`src/rtl/rstp_seq_ctrl_if.sv`:
```
// Control/observe bundle between frame-level logic and the RStpCnt sequencer.
// master drives commands and the counter feedback; slave is the sequencer.
interface rstp_seq_ctrl_if #(
  parameter int BIT_W = 5,
  parameter int LEN_W = 4
);
  logic             start_i;
  logic             abort_i;
  logic [LEN_W-1:0] som_len_i;
  logic [BIT_W-1:0] stop_lim_i;
  logic [LEN_W-1:0] hold_len_i;
  logic [LEN_W-1:0] rel_len_i;
  logic [BIT_W-1:0] cnt_i;
  logic             som_o;
  logic             stop_o;
  logic             blkf_o;
  logic             busy_o;
  logic             done_o;
  logic             err_o;
  logic [2:0]       state_o;

  modport master (
    output start_i, abort_i, som_len_i, stop_lim_i, hold_len_i, rel_len_i, cnt_i,
    input  som_o, stop_o, blkf_o, busy_o, done_o, err_o, state_o
  );

  modport slave (
    input  start_i, abort_i, som_len_i, stop_lim_i, hold_len_i, rel_len_i, cnt_i,
    output som_o, stop_o, blkf_o, busy_o, done_o, err_o, state_o
  );
endinterface

```
`src/rtl/rstp_seq_ctrl.sv`:
```
// Frame sequencer for the RStpCnt register-counter stop block: SOM, STOP,
// BLOCK, RELEASE, with STOP timeout and abort.
//
//   state   | meaning
//   IDLE    | waiting for start; done_o pulses here after a normal frame
//   SOM     | som strobe only, fixed length
//   STOP    | som+stop until cnt_i >= stop limit or timeout
//   BLOCK   | stop+blkf, fixed length
//   RELEASE | blkf only, fixed length
module rstp_seq_ctrl #(
  parameter int BIT_W = 5,
  parameter int LEN_W = 4,
  parameter int TMO   = 64
) (
  input logic           clk_i,
  input logic           rst_ni,
  rstp_seq_ctrl_if.slave bus
);

  localparam int TW = (TMO > 2) ? $clog2(TMO) : 1;
  localparam int PW = (LEN_W > TW) ? LEN_W : TW;
  localparam logic [PW-1:0] TMO_LD = PW'(TMO - 1);

  typedef enum logic [2:0] {
    S_IDLE  = 3'd0,
    S_SOM   = 3'd1,
    S_STOP  = 3'd2,
    S_BLOCK = 3'd3,
    S_REL   = 3'd4
  } state_t;

  state_t           state_q, state_d;
  logic [PW-1:0]    ph_q, ph_d;
  logic [BIT_W-1:0] lim_q, lim_d;
  logic [LEN_W-1:0] hold_q, hold_d;
  logic [LEN_W-1:0] rel_q, rel_d;
  logic             err_q, err_d;
  logic             done_q, done_d;
  logic             som_q, stop_q, blkf_q, busy_q;

  // Phase counter counts down to 0; a length of 0 behaves as 1.
  function automatic logic [PW-1:0] len_ld(input logic [LEN_W-1:0] len);
    return (len == '0) ? '0 : PW'(len - LEN_W'(1));
  endfunction

  always_comb begin
    state_d = state_q;
    ph_d    = ph_q;
    lim_d   = lim_q;
    hold_d  = hold_q;
    rel_d   = rel_q;
    err_d   = err_q;
    done_d  = 1'b0;
    case (state_q)
      S_IDLE: if (bus.start_i) begin
        state_d = S_SOM;
        ph_d    = len_ld(bus.som_len_i);
        lim_d   = bus.stop_lim_i;
        hold_d  = bus.hold_len_i;
        rel_d   = bus.rel_len_i;
        err_d   = 1'b0;
      end
      S_SOM: if (ph_q == '0) begin
        state_d = S_STOP;
        ph_d    = TMO_LD;
      end else ph_d = ph_q - PW'(1);
      // Compare is checked first so it wins over a coincident timeout.
      S_STOP: if (bus.cnt_i >= lim_q) begin
        state_d = S_BLOCK;
        ph_d    = len_ld(hold_q);
      end else if (ph_q == '0) begin
        state_d = S_BLOCK;
        ph_d    = len_ld(hold_q);
        err_d   = 1'b1;
      end else ph_d = ph_q - PW'(1);
      S_BLOCK: if (ph_q == '0) begin
        state_d = S_REL;
        ph_d    = len_ld(rel_q);
      end else ph_d = ph_q - PW'(1);
      S_REL: if (ph_q == '0) begin
        state_d = S_IDLE;
        ph_d    = '0;
        done_d  = 1'b1;
      end else ph_d = ph_q - PW'(1);
      default: state_d = S_IDLE;
    endcase
    if (state_q != S_IDLE && bus.abort_i) begin
      state_d = S_IDLE;
      ph_d    = '0;
      err_d   = err_q;
      done_d  = 1'b0;
    end
  end

  always_ff @(posedge clk_i) begin
    if (!rst_ni) begin
      state_q <= S_IDLE;
      ph_q    <= '0;
      lim_q   <= '0;
      hold_q  <= '0;
      rel_q   <= '0;
      err_q   <= 1'b0;
      done_q  <= 1'b0;
      som_q   <= 1'b0;
      stop_q  <= 1'b0;
      blkf_q  <= 1'b0;
      busy_q  <= 1'b0;
    end else begin
      state_q <= state_d;
      ph_q    <= ph_d;
      lim_q   <= lim_d;
      hold_q  <= hold_d;
      rel_q   <= rel_d;
      err_q   <= err_d;
      done_q  <= done_d;
      som_q   <= (state_d == S_SOM) || (state_d == S_STOP);
      stop_q  <= (state_d == S_STOP) || (state_d == S_BLOCK);
      blkf_q  <= (state_d == S_BLOCK) || (state_d == S_REL);
      busy_q  <= (state_d != S_IDLE);
    end
  end

  assign bus.som_o   = som_q;
  assign bus.stop_o  = stop_q;
  assign bus.blkf_o  = blkf_q;
  assign bus.busy_o  = busy_q;
  assign bus.done_o  = done_q;
  assign bus.err_o   = err_q;
  assign bus.state_o = state_q;

endmodule

```
`src/flat_wrapper.sv`:
```
// flat-port wrapper written by rule: the top's interface ports become plain ports
module rstp_seq_ctrl_flat 
#(
  parameter int BIT_W = 5,
  parameter int LEN_W = 4,
  parameter int TMO   = 64
)
  (clk_i, rst_ni, bus_start_i, bus_abort_i, bus_som_len_i, bus_stop_lim_i, bus_hold_len_i, bus_rel_len_i, bus_cnt_i, bus_som_o, bus_stop_o, bus_blkf_o, bus_busy_o, bus_done_o, bus_err_o, bus_state_o);
  rstp_seq_ctrl_if #(.BIT_W(BIT_W), .LEN_W(LEN_W)) bus_i ();
  input logic clk_i;
  input logic rst_ni;
  input wire logic [$bits(bus_i.start_i)-1:0] bus_start_i;
  input wire logic [$bits(bus_i.abort_i)-1:0] bus_abort_i;
  input wire logic [$bits(bus_i.som_len_i)-1:0] bus_som_len_i;
  input wire logic [$bits(bus_i.stop_lim_i)-1:0] bus_stop_lim_i;
  input wire logic [$bits(bus_i.hold_len_i)-1:0] bus_hold_len_i;
  input wire logic [$bits(bus_i.rel_len_i)-1:0] bus_rel_len_i;
  input wire logic [$bits(bus_i.cnt_i)-1:0] bus_cnt_i;
  output wire logic [$bits(bus_i.som_o)-1:0] bus_som_o;
  output wire logic [$bits(bus_i.stop_o)-1:0] bus_stop_o;
  output wire logic [$bits(bus_i.blkf_o)-1:0] bus_blkf_o;
  output wire logic [$bits(bus_i.busy_o)-1:0] bus_busy_o;
  output wire logic [$bits(bus_i.done_o)-1:0] bus_done_o;
  output wire logic [$bits(bus_i.err_o)-1:0] bus_err_o;
  output wire logic [$bits(bus_i.state_o)-1:0] bus_state_o;
  assign bus_i.start_i = bus_start_i;
  assign bus_i.abort_i = bus_abort_i;
  assign bus_i.som_len_i = bus_som_len_i;
  assign bus_i.stop_lim_i = bus_stop_lim_i;
  assign bus_i.hold_len_i = bus_hold_len_i;
  assign bus_i.rel_len_i = bus_rel_len_i;
  assign bus_i.cnt_i = bus_cnt_i;
  assign bus_som_o = bus_i.som_o;
  assign bus_stop_o = bus_i.stop_o;
  assign bus_blkf_o = bus_i.blkf_o;
  assign bus_busy_o = bus_i.busy_o;
  assign bus_done_o = bus_i.done_o;
  assign bus_err_o = bus_i.err_o;
  assign bus_state_o = bus_i.state_o;
  rstp_seq_ctrl #(.BIT_W(BIT_W), .LEN_W(LEN_W), .TMO(TMO)) u_core (.clk_i(clk_i), .rst_ni(rst_ni), .bus(bus_i));
endmodule
```
`config.mk`:
```
export PLATFORM = sky130hd
export DESIGN_NAME = rstp_seq_ctrl_flat
export DESIGN_NICKNAME = d
export VERILOG_FILES = /design/src/rtl/rstp_seq_ctrl_if.sv /design/src/rtl/rstp_seq_ctrl.sv /design/src/flat_wrapper.sv
export SDC_FILE = /design/constraint.sdc
export NUM_CORES = 1
export LEC_CHECK = 0
export ABC_AREA = 1
export CAP_MARGIN = 20
export CELL_PAD_IN_SITES_DETAIL_PLACEMENT = 0
export CELL_PAD_IN_SITES_GLOBAL_PLACEMENT = 2
export CORE_MARGIN = 2
export CORE_UTILIZATION = 29
export DETAILED_ROUTE_END_ITERATION = 16
export GPL_TIMING_DRIVEN = 0
export PLACE_DENSITY_LB_ADDON = 0.25
export SLEW_MARGIN = 5
export SYNTH_ARGS = -nofsm -noshare
export SYNTH_HDL_FRONTEND = slang
export SYNTH_SLANG_ARGS = --single-unit
```
`constraint.sdc`:
```
create_clock -name clk_i -period 5.3 [get_ports clk_i]
set_clock_uncertainty 0.2 [all_clocks]
set_input_delay 1.06 -clock clk_i [delete_from_list [all_inputs] [get_ports clk_i]]
set_output_delay 1.06 -clock clk_i [all_outputs]
set_load 0.02 [all_outputs]
```
* Word level (Yosys, flattened, before mapping)
Index checks and enable logic that the tools add are counted.
** Word-level totals
- Register bits after elaboration :: 28
- Logic and storage cells :: 71
- Output and inout port bits :: 9
- Input port bits :: 26
** Operators by class
- Bitwise operators :: 3
- Equal/unequal tests :: 11
- Order comparisons :: 1
- Muxes and demuxes :: 23
- Reduce and logical (&&, ||, !) cells :: 18
- Add/subtract/negate cells :: 4
** Operators with widths (number)
- 6-bit 2-to-1 mux :: 9
- 6-bit one-hot mux with 5 select lines :: 1
- 3-bit 2-to-1 mux :: 7
- 3-bit one-hot mux with 5 select lines :: 1
- 4-bit by 1-bit subtractor with 5-bit output (second input constant) :: 3
- 3-bit by 2-bit == test with 1-bit output (second input constant) :: 4
- 4-bit zero test :: 3
- 3-bit by 1-bit == test with 1-bit output (second input constant) :: 2
- 3-bit == test (second input constant) :: 2
- 6-bit zero test :: 1
- 3-bit nonzero test :: 2
- 6-bit by 1-bit subtractor with 6-bit output (second input constant) :: 1
- 5-bit greater-or-equal comparator :: 1
- 5-bit AND reduction :: 1
- 5-bit nonzero test :: 1
- 1-bit 2-to-1 mux :: 4
- 2-bit inequality test (second input constant) :: 2
- 2-bit AND reduction :: 2
- 3-bit zero test :: 1
- 1-bit logical OR :: 3
- 1-bit NOT :: 3
- 3-bit OR reduction :: 1
- 2-bit by 1-bit inequality test with 1-bit output (second input constant) :: 1
- 1-bit one-hot mux with 2 select lines :: 1
- 3 further kinds :: 3

* Longest topological paths before layout
Gate-level depths: netlist (run 1).
- Depth after elaboration :: 7
- Mapped depth :: 13
- Mapped depth without buffers :: 13

* Least setup slack after synthesis (run 1)
Ideal clock, no wire load.
- Path type :: input port to flip-flop
- Start point :: input port bus_cnt_i[4]
- End point :: register u_core.busy_q (netlist: u_core.bus.busy_o)
- Setup slack :: 2.827 ns
- Stages :: 11
- Buffers on the path :: 0
- Data arrival time :: 2.153 ns
- Cell sequence :: ha_1 > nand2_1 > inv_1 > nand2_1 > nand3_1 > nor2_1 > o21ai_1 > nand2_1 > nand2_1 > nand2_1 > o21ai_1
** Between the ends
- Cells in the longest elaborated chain, start to end :: 5
** RTL lines
- from (decl) :: line flat_wrapper.sv:18 : input wire logic [$bits(bus_i.cnt_i)-1:0] bus_cnt_i;
- 5-bit greater-or-equal comparator :: line rstp_seq_ctrl.sv:68 : S_STOP: if (bus.cnt_i >= lim_q) begin
- 3-bit 2-to-1 mux :: line rstp_seq_ctrl.sv:68
- 3-bit one-hot mux with 5 select lines :: line rstp_seq_ctrl.sv:54 : case (state_q)
- 3-bit 2-to-1 mux :: line rstp_seq_ctrl.sv:87 : if (state_q != S_IDLE && bus.abort_i) begin
- 3-bit nonzero test :: line rstp_seq_ctrl.sv:119 : busy_q <= (state_d != S_IDLE);
- to (signal assigned) :: line rstp_seq_ctrl.sv:119
- to (decl) :: line rstp_seq_ctrl.sv:39 : logic som_q, stop_q, blkf_q, busy_q;
Every way passes these cells.
A chain may end at the register's enable or synchronous reset.

* Worst setup path in the final report (run 1)
- Start point :: input port bus_cnt_i[0]
- End point :: register u_core.busy_q (netlist: u_core.bus.busy_o)
Same word-level chain as after synthesis.

==> summary.md, run 1 <==
| Metric | Value |
|---|---|
| First drt pass iteration count | 4 |
| Slew Limit Fails | 0 |
| Area of the die | 0.006355 mm2 |
| Hold Path Class | flip-flop to flip-flop |
| Power share of the clock group | 0.149 |
| Adder-Cell Fraction of Synth Area | 0.05267 |
| Area leader, netlist | dfxtp_1 |
| Flops & latches, synth | 28 |
| Final hold viol count | 0 |
| Period utilization | 0.5550 |
| Final hold slack | 265.4 ps |
| Share of cells above drive strength 1 | 0.08081 |
| Internal Pwr Total | 0.6356 mW |
| # nets final | 331 |
| WP data required | 5280 ps |
| Initial antenna violation count | 0 |
| Die span in y | 79.72 um |
| GRT Total Usage | 0.1451 |
| CTS max path bufs | 2 |
| N_diodes | 0 |
| Hold wc startpoint | u_core.lim_q[3] |
| Critical Path, Cell by Cell | clkdlybuf4s50_1 > inv_1 > ha_1 > inv_1 > nand2_1 > nand2_1 > nand3_1 > nor2_1 > o21ai_1 > nand2_1 > nand2_1 > nand2_1 > o21ai_1 |
| Synth Area in Compound Gates | 0.1640 |
| Htree depth | 1 |
| RSZ-0062 raised after global routing | no |
| Reg2reg setup slack | 3250 ps |
| Comb pwr share | 0.581 |
| Core ar. | 0.005507 mm2 |
| Worst path arrival time | 2920 ps |
| Power share of the sequential group | 0.270 |
| CP dominant cell by count | nand2_1 |
| Switching share of power | 0.4592 |
| M1 GR Usage | 0.2001 |
| Max-cap violations | 0 |
| First DRT Iteration DRCs | 57 |
| Routed Antenna Nets | 0 |
| CP startpoint kind | input pin |
| Most common library cells after synthesis | 67 x nand2_1, 33 x inv_1, 28 x dfxtp_1 |
| NetSw | 0.5397 mW |
| Top post-synthesis cells by area | dfxtp_1 34%, nand2_1 15%, a21oi_1 8.1% |
| Main synth FF type | dfxtp_1 |
| Most frequent cell after synthesis | nand2_1 |
| DR vias | 1659 |
| Finish-stage setup viols | 0 |
| Post-cts resize count | 0 |
| FP Rows | 27 |
| Post-synth ARST share | 0 |
| Worst hold endpoint | u_core.lim_q[3] |
| Total Negative Setup Slacks | 0 ps |
| Initial core utilization | 0.3020 |
| Area of the mapped netlist | 0.001663 mm2 |
| M2 GR Usage | 0.2353 |
| XOR/XNOR Fraction of Synth Area | 0.01580 |
| Crit end category | flip-flop |
| CP peak stage delay | 450 ps |
| Post-synth EDFFs | 0 |
| Worst VDD drop | 0.2567 mV |
| Maximum clock frequency | 340.0 MHz |
| Min Tclk post-route | 2942 ps |
| Slowest cell on the critical path | clkdlybuf4s50_1 |
| Post-synthesis mux area share | 0 |
| Syn_area_per_cell | 6.420 um2 |
| Yosys warning count | 0 |
| # IOs | 35 |
| Seq/Total Area, Yosys | 0.3371 |
| Pwr/cell area | 543.0 mW/mm2 |
| Leak | 0.9829 nW |
| Simple-gate share of the synthesized area | 0.3228 |
| Drt via density | 4.496 |
| Largest net degree at the start of global routing | 17 |
| Inserted Clock Buffers | 3 |
| Top Usage Layer GRT | met2 |
| Setup repair bufs after CTS | 0 |
| Die W | 79.72 um |
| Hold_buf cts | 0 |
| Global-route wire length before repair | 7396 um |
| Final GP Congestion | 0.8876 |
| Status | finished clean |
| Max FO, Critical Path | 5 |
| Clk sinks | 28 |
| Placed cells | 365 |
| Critical path type | input pin to flip-flop |
| Gate count after technology mapping | 259 |
| Buffers on Ports | 34 |
| Reg-to-reg endpoint | u_core.bus.busy_o |
| Grt ovf | 0 |
| Worst-path clk slew | 100 ps |
| Non-filler instance count after layout | 369 |
| Fillers | 605 |
| Hold depth | 2 |
| Area added between synthesis and finish | 30.17% |
| # DRC | 0 |
| CTS tree | done |
| HPWL Detailed | 3332 um |
| Clk_lat worst skew | 280 ps |
| Netlist cell types | 23 |
| Critical R2R Launch | u_core.lim_q[4] |
| Fin util | 0.3931 |
| WL/cell | 11.50 um |
| Area fraction of the dominant cell type after synthesis | 0.3371 |
| R2R depth | 12 |
| WP buf/inv | 3 |
| Post-synth net total | 292 |
| Vias in the first global route | 1672 |
| Clk root buf | clkbuf_8 |
| Total wire length | 4242 um |
| Max_slew headroom | 0.7190 |
| Largest family of logic cells by synthesized area | simple AND/OR/NAND/NOR gates |
| Grt met3 use | 0.03054 |
| Worst-Margin Slew | 421.5 ps |
| Delay-heaviest family, CP | simple AND/OR/NAND/NOR gates |
## final cells by class
type	count	area, um2	share of cell area
clock inverters	1	30.03	0.01387
flip-flops and latches	28	560.5	0.2590
multi-input cells	188	923.4	0.4266
well taps	72	90.09	0.04162
repair buffers	34	340.3	0.1572
plain buffers	5	36.28	0.01676
inverters	38	142.6	0.06590
clock buffers	3	41.29	0.01908
## sequential cells by signal, summed over array words and instances (netlist names)
signal	count
u_core.bus.som_o	1
u_core.bus.stop_o	1
u_core.hold_q	4
u_core.bus.state_o	3
u_core.bus.busy_o	1
u_core.bus.blkf_o	1
u_core.rel_q	4
u_core.ph_q	6
u_core.bus.err_o	1
u_core.bus.done_o	1
u_core.lim_q	5
## how the worst max path moves through the flow
stage | start | end | slack (ps) | cells after the start
5_1_grt | bus_cnt_i[0] | u_core.bus.busy_o | 2170 | 13
4_1_cts | bus_cnt_i[0] | u_core.bus.busy_o | 2350 | 13
3_5_place_dp | bus_cnt_i[0] | u_core.bus.busy_o | 2040 | 13
3_3_place_gp | bus_cnt_i[0] | u_core.bus.busy_o | 2060 | 13
6_report | bus_cnt_i[0] | u_core.bus.busy_o | 2360 | 13
2_1_floorplan | bus_cnt_i[4] | u_core.bus.busy_o | 2830 | 11
## per-layer routing
| layer | wire length (um) | vias to the layer above |
|---|---|---|
| li1 | - | 901 |
| met1 | 2237 | 731 |
| met2 | 1853 | 23 |
| met3 | 118 | 4 |
| met4 | 34 | 0 |
| met5 | 0 | - |
## worst min-delay path, delay by kind of cell (launching register included)
kind | cells | cell delay [ps]
DFF | 1 | 310
AOI/OAI and AO/OA | 1 | 60
buffers and inverters | 1 | 60
## stage by stage
| step | setup slack [ps] | power, mW | instance area (um2) |
|---|---|---|---|
| 2_1_floorplan | 2827 | 0.8238 | 1663 |
| 3_3_place_gp | 2060 | 1.021 | 2093 |
| 3_5_place_dp | 2043 | 1.009 | 2093 |
| 4_1_cts | 2350 | 1.188 | 2165 |
| 5_1_grt | 2166 | 1.294 | 2165 |
| 6_report | 2358 | 1.175 | 2165 |
## kinds of logic after synthesis
logic type,count (synthesis)
xor gates and xnor gates,3
DFF,28
buffers and inverters,43
adders and majority gates,7
and+or+nand+nor,124
AOI/OAI and AO/OA,54
## power groups by stage
stage | sequential, mW | combinational, mW | clock, mW
final | 0.317 | 0.683 | 0.175
after global routing | 0.326 | 0.784 | 0.183
after CTS | 0.317 | 0.691 | 0.180
after detailed placement | 0.322 | 0.687 | 0
after global placement | 0.323 | 0.698 | 0
after floorplan | 0.334 | 0.490 | 0
## cell usage in the layout, fill, tap and decap left out, types with 7 or more instances in the layout
| cell | n |
|---|---|
| a21oi_1 | 27 |
| clkdlybuf4s50_1 | 34 |
| dfxtp_1 | 28 |
| ha_1 | 7 |
| inv_1 | 33 |
| nand2_1 | 67 |
| nand3_1 | 17 |
| nor2_1 | 25 |
| nor2_2 | 7 |
| o21ai_0 | 23 |
Note: power is estimated with default switching activity, not from simulation.
==> run 2: changes to the inputs <==
--- a/config.mk
+++ b/config.mk
@@ -10,7 +10,7 @@
 export CELL_PAD_IN_SITES_DETAIL_PLACEMENT = 0
 export CELL_PAD_IN_SITES_GLOBAL_PLACEMENT = 2
 export CORE_MARGIN = 2
-export CORE_UTILIZATION = 29
+export CORE_UTILIZATION = 24
 export DETAILED_ROUTE_END_ITERATION = 16
 export GPL_TIMING_DRIVEN = 0
 export PLACE_DENSITY_LB_ADDON = 0.25
==> constraint.sdc (replaced) <==
create_clock -name clk_i -period 2.7 [get_ports clk_i]
set_clock_uncertainty 0.2 [all_clocks]
set_input_delay 0.54 -clock clk_i [delete_from_list [all_inputs] [get_ports clk_i]]
set_output_delay 0.54 -clock clk_i [all_outputs]
set_load 0.02 [all_outputs]
==> summary.md, run 2 (synthesis results as in run 1) <==
| Metric | Value |
|---|---|
| Max_slew headroom | 0.7254 |
| Worst-path clk slew | 110 ps |
| Die span in y | 87.24 um |
| Crit end category | flip-flop |
| CTS max path bufs | 2 |
| Area of the die | 0.007610 mm2 |
| Finish-stage setup viols | 0 |
| Worst-Margin Slew | 411.9 ps |
| Worst hold endpoint | u_core.lim_q[1] |
| Placed cells | 373 |
| Place WS | -25.68 ps |
| First DRT Iteration DRCs | 56 |
| Final hold viol count | 0 |
| Pwr/cell area | 1070 mW/mm2 |
| Worst path arrival time | 2400 ps |
| N_diodes | 0 |
| # DRC | 0 |
| Die W | 87.24 um |
| Clk_lat worst skew | 280 ps |
| Maximum clock frequency | 414.2 MHz |
| Dpl cell area | 0.002103 mm2 |
| Final hold slack | 266.1 ps |
| Hold Path Class | flip-flop to flip-flop |
| Slew Limit Fails | 0 |
| Htree depth | 1 |
| Critical R2R Launch | u_core.lim_q[4] |
| CP dominant cell by count | nand2_1 |
| Hold_buf cts | 0 |
| CTS tree | done |
| Hold wc startpoint | u_core.lim_q[1] |
| First drt pass iteration count | 4 |
| GRT Total Usage | 0.1295 |
| Slowest cell on the critical path | clkdlybuf4s50_1 |
| Max FO, Critical Path | 5 |
| Critical path type | input pin to flip-flop |
| Global-route wire length before repair | 7790 um |
| DR vias | 1666 |
| HPWL Detailed | 3584 um |
| Initial core utilization | 0.2461 |
| Status | finished clean |
| Commonest non-fill, non-tap cell in the layout | nand2_1 |
| Hold depth | 2 |
| Commonest cells after routing, fill and taps aside | 67 x nand2_1, 34 x clkdlybuf4s50_1, 33 x inv_1, 28 x dfxtp_1, 27 x a21oi_1 |
| R2R depth | 12 |
| Max FFs per register | 6 |
| Buffers on Ports | 34 |
| Inserted Clock Buffers | 3 |
| Min Tclk post-route | 2414 ps |
| Total wire length | 4511 um |
| Max-cap violations | 0 |
| # nets final | 331 |
| Regs by FF count | u_core.ph_q (6), u_core.lim_q (5) |
| WP buf/inv | 3 |
| Final GP Congestion | 0.8117 |
| Cell count along the critical path | 13 |
| Biggest register | u_core.ph_q |
| Largest net degree at the start of global routing | 17 |
| Critical Path, Cell by Cell | clkdlybuf4s50_1 > inv_1 > ha_1 > inv_1 > nand2_1 > nand2_1 > nand3_1 > nor2_1 > o21ai_1 > nand2_1 > nand2_1 > nand2_1 > o21ai_1 |
| Initial antenna violation count | 0 |
| Grt ovf | 0 |
| Drt via density | 4.419 |
| Fin area | 0.002175 mm2 |
| Delay-heaviest family, CP | simple AND/OR/NAND/NOR gates |
| Reg2reg setup slack | 650 ps |
| CP Launch Point | bus_cnt_i[0] |
| CP peak stage delay | 450 ps |
| Total Negative Setup Slacks | 0 ps |
| FP Rows | 30 |
| Period utilization | 0.8941 |
| Non-filler instance count after layout | 377 |
| WL/cell | 11.97 um |
| Reg-to-reg endpoint | u_core.bus.busy_o |
| Vias in the first global route | 1670 |
| Leak | 0.9829 nW |
| Routed Antenna Nets | 0 |
| Area added between synthesis and finish | 30.78% |
| CP startpoint kind | input pin |
| Core ar. | 0.006756 mm2 |
| WP data required | 2680 ps |
| Post-cts resize count | 0 |
| Clk sinks | 28 |
| Worst VDD drop | 0.3896 mV |
| Clk root buf | clkbuf_8 |
| # IOs | 35 |
| Share of cells above drive strength 1 | 0.08081 |
| RSZ-0062 raised after global routing | no |
| Setup repair bufs after CTS | 0 |
| Final worst slack | 285.8 ps |
==> run 2: tightest hold or removal path, stage by stage (launching register included) <==
cell and delay (ps):
dfxtp_1 310, inv_1 60, a21oi_1 60
==> run 2: metrics by stage <==
step,utilization,power [mW]
6_report,0.3219,2.327
2_1_floorplan,-,1.617
4_1_cts,0.3219,2.364
3_5_place_dp,0.3113,2.004
5_1_grt,0.3219,2.573
3_3_place_gp,0.3113,2.015
==> run 2: cell type report <==
class,instances,area (um2)
fill,770,4582
multi-input combinational,188,923.4
sequential,28,560.5
timing repair buffer,34,340.3
inverter,38,142.6
tap,80,100.1
clock buffer,3,41.29
buffer,5,36.28
clock inverter,1,30.03
==> run 2: routing by layer <==
metal / track usage / part of all wire
met1: 0.1827 / 0.52
met2: 0.2054 / 0.44
met3: 0.02559 / 0.022
met4: 0.02657 / 0.013
met5: 0 / 0
==> run 2: how the worst max path moves through the flow <==
stage	end
global route	u_core.bus.busy_o
CTS	u_core.bus.busy_o
floorplan	u_core.bus.busy_o
finish	u_core.bus.busy_o
detailed placement	u_core.bus.busy_o
global placement	u_core.bus.busy_o
==> run 2: power by group <==
part,switching [mW],internal (mW),total (mW)
clock,0.144,0.199,0.343
combinational,0.848,0.513,1.36
sequential,0.0851,0.537,0.622
==> run 3: changes to the inputs <==
--- a/config.mk
+++ b/config.mk
@@ -9,7 +9,7 @@
 export CAP_MARGIN = 20
 export CELL_PAD_IN_SITES_DETAIL_PLACEMENT = 0
 export CELL_PAD_IN_SITES_GLOBAL_PLACEMENT = 2
-export CORE_MARGIN = 2
+export CORE_MARGIN = 4
 export CORE_UTILIZATION = 24
 export DETAILED_ROUTE_END_ITERATION = 16
 export GPL_TIMING_DRIVEN = 0
==> summary.md, run 3 (synthesis results as in run 1) <==
| Metric | Value |
|---|---|
| Area added between synthesis and finish | 30.78% |
| Pwr/cell area | 1072 mW/mm2 |
| Largest net degree at the start of global routing | 17 |
| Post-cts resize count | 0 |
| Global-route wire length before repair | 7527 um |
| Max-cap violations | 0 |
| Drt via density | 4.427 |
| Maximum clock frequency | 413.1 MHz |
| Buffers on Ports | 34 |
| Reg-to-reg endpoint | u_core.bus.busy_o |
| Min Tclk post-route | 2421 ps |
| Slew Limit Fails | 0 |
| Final hold slack | 267.5 ps |
| Placed cells | 373 |
| First DRT Iteration DRCs | 51 |
| CP peak stage delay | 450 ps |
| Vias in the first global route | 1644 |
| Initial core utilization | 0.2461 |
| Hold_buf cts | 0 |
| DR vias | 1669 |
| Commonest non-fill, non-tap cell in the layout | nand2_1 |
| Area of the die | 0.008324 mm2 |
| RSZ-0062 raised after global routing | no |
| Routed Antenna Nets | 0 |
| Power consumption | 2.331 mW |
| GRT Total Usage | 0.1111 |
| WL/cell | 12.04 um |
| Max_slew headroom | 0.7429 |
| # nets final | 331 |
| # IOs | 35 |
| Worst-path clk slew | 110 ps |
| CTS tree | done |
| R2R depth | 12 |
| Final hold viol count | 0 |
| N_diodes | 0 |
| Worst path arrival time | 2400 ps |
| Inserted Clock Buffers | 3 |
| Clk sinks | 28 |
| Place WS | -89.49 ps |
| Hold depth | 2 |
| Regs by FF count | u_core.ph_q (6), u_core.lim_q (5) |
| Hold wc startpoint | u_core.lim_q[1] |
| Share of cells above drive strength 1 | 0.08081 |
| Max FO, Critical Path | 5 |
| Worst VDD drop | 0.3663 mV |
| Initial antenna violation count | 0 |
| Clk_lat worst skew | 280 ps |
| Clk root buf | clkbuf_8 |
| Non-filler instance count after layout | 377 |
| Die span in y | 91.24 um |
| Die W | 91.24 um |
| Biggest register | u_core.ph_q |
| First drt pass iteration count | 4 |
| WP data required | 2680 ps |
| Worst-Margin Slew | 385.6 ps |
| Max FFs per register | 6 |
| Final worst slack | 279.4 ps |
| Worst hold endpoint | u_core.lim_q[1] |
| Slowest cell on the critical path | clkdlybuf4s50_1 |
| CP dominant cell by count | nand2_1 |
| HPWL Detailed | 3622 um |
| CP startpoint kind | input pin |
| # DRC | 0 |
| Crit end category | flip-flop |
| Leak | 0.9829 nW |
| Grt ovf | 0 |
| Commonest cells after routing, fill and taps aside | 67 x nand2_1, 34 x clkdlybuf4s50_1, 33 x inv_1, 28 x dfxtp_1, 27 x a21oi_1 |
| Setup repair bufs after CTS | 0 |
| Hold Path Class | flip-flop to flip-flop |
| FP Rows | 30 |
| Critical path type | input pin to flip-flop |
| Critical R2R Launch | u_core.lim_q[4] |
| Htree depth | 1 |
| Status | finished clean |
| Final GP Congestion | 0.8490 |
| Reg2reg setup slack | 650 ps |
| Period utilization | 0.8965 |
| Finish-stage setup viols | 0 |
| Total wire length | 4540 um |
| CTS max path bufs | 2 |
| Critical Path, Cell by Cell | clkdlybuf4s50_1 > inv_1 > ha_1 > inv_1 > nand2_1 > nand2_1 > nand3_1 > nor2_1 > o21ai_1 > nand2_1 > nand2_1 > nand2_1 > o21ai_1 |
| Core ar. | 0.006756 mm2 |
-- run 3: cell counts in the layout (fill, tap and decap cells not counted) --
No cell type changed its count.
-- run 3: layout make-up --
class,count,area [um2]
clock buffers,3,41.29
clock inverters,1,30.03
multi-input cells,188,923.4
well taps,80,100.1
inverters,38,142.6
repair buffers,34,340.3
fillers,774,4582
flip-flops and latches,28,560.5
plain buffers,5,36.28
-- run 3: metrics by stage --
stage | setup TNS [ps] | area, um2 | util
5_1_grt | 0 | 2175 | 0.3219
2_1_floorplan | 0 | 1663 | -
6_report | 0 | 2175 | 0.3219
4_1_cts | 0 | 2175 | 0.3219
3_5_place_dp | -146.0 | 2103 | 0.3113
3_3_place_gp | -86.97 | 2103 | 0.3113
-- run 3: worst max path at each step --
stage               slack [ps]           endpoint  cells past startpoint          from
finish                     280  u_core.bus.busy_o                     13  bus_cnt_i[0]
global route               100  u_core.bus.busy_o                     13  bus_cnt_i[0]
detailed placement         -90  u_core.bus.busy_o                     13  bus_cnt_i[0]
CTS                        220  u_core.bus.busy_o                     13  bus_cnt_i[0]
floorplan                  750  u_core.bus.busy_o                     11  bus_cnt_i[4]
global placement           -70  u_core.bus.busy_o                     13  bus_cnt_i[0]
-- run 3: critical path, delay by kind of cell --
kind,cells,cell delay [ps]
adders and majority gates,1,270
buffers and inverters,3,540
AOI/OAI and AO/OA,2,200
and+or+nand+nor,7,840
-- run 3: power breakdown --
part / total [mW] / internal (mW) / leakage (nW) / switching (mW)
Combinational: 1.36 / 0.512 / 0.717 / 0.850
Clock: 0.348 / 0.199 / 0.0357 / 0.149
Sequential: 0.622 / 0.537 / 0.231 / 0.0842
Total: 2.33 / 1.25 / 0.983 / 1.08
-- run 3: per-layer routing --
| layer | wire [um] | vias to the layer above | GRT usage |
|---|---|---|---|
| met5 | 0 | - | 0 |
| met4 | 70 | 0 | 0.03392 |
| met3 | 125 | 6 | 0.02071 |
| met2 | 2061 | 24 | 0.1735 |
| met1 | 2283 | 738 | 0.1545 |
| li1 | - | 901 | - |
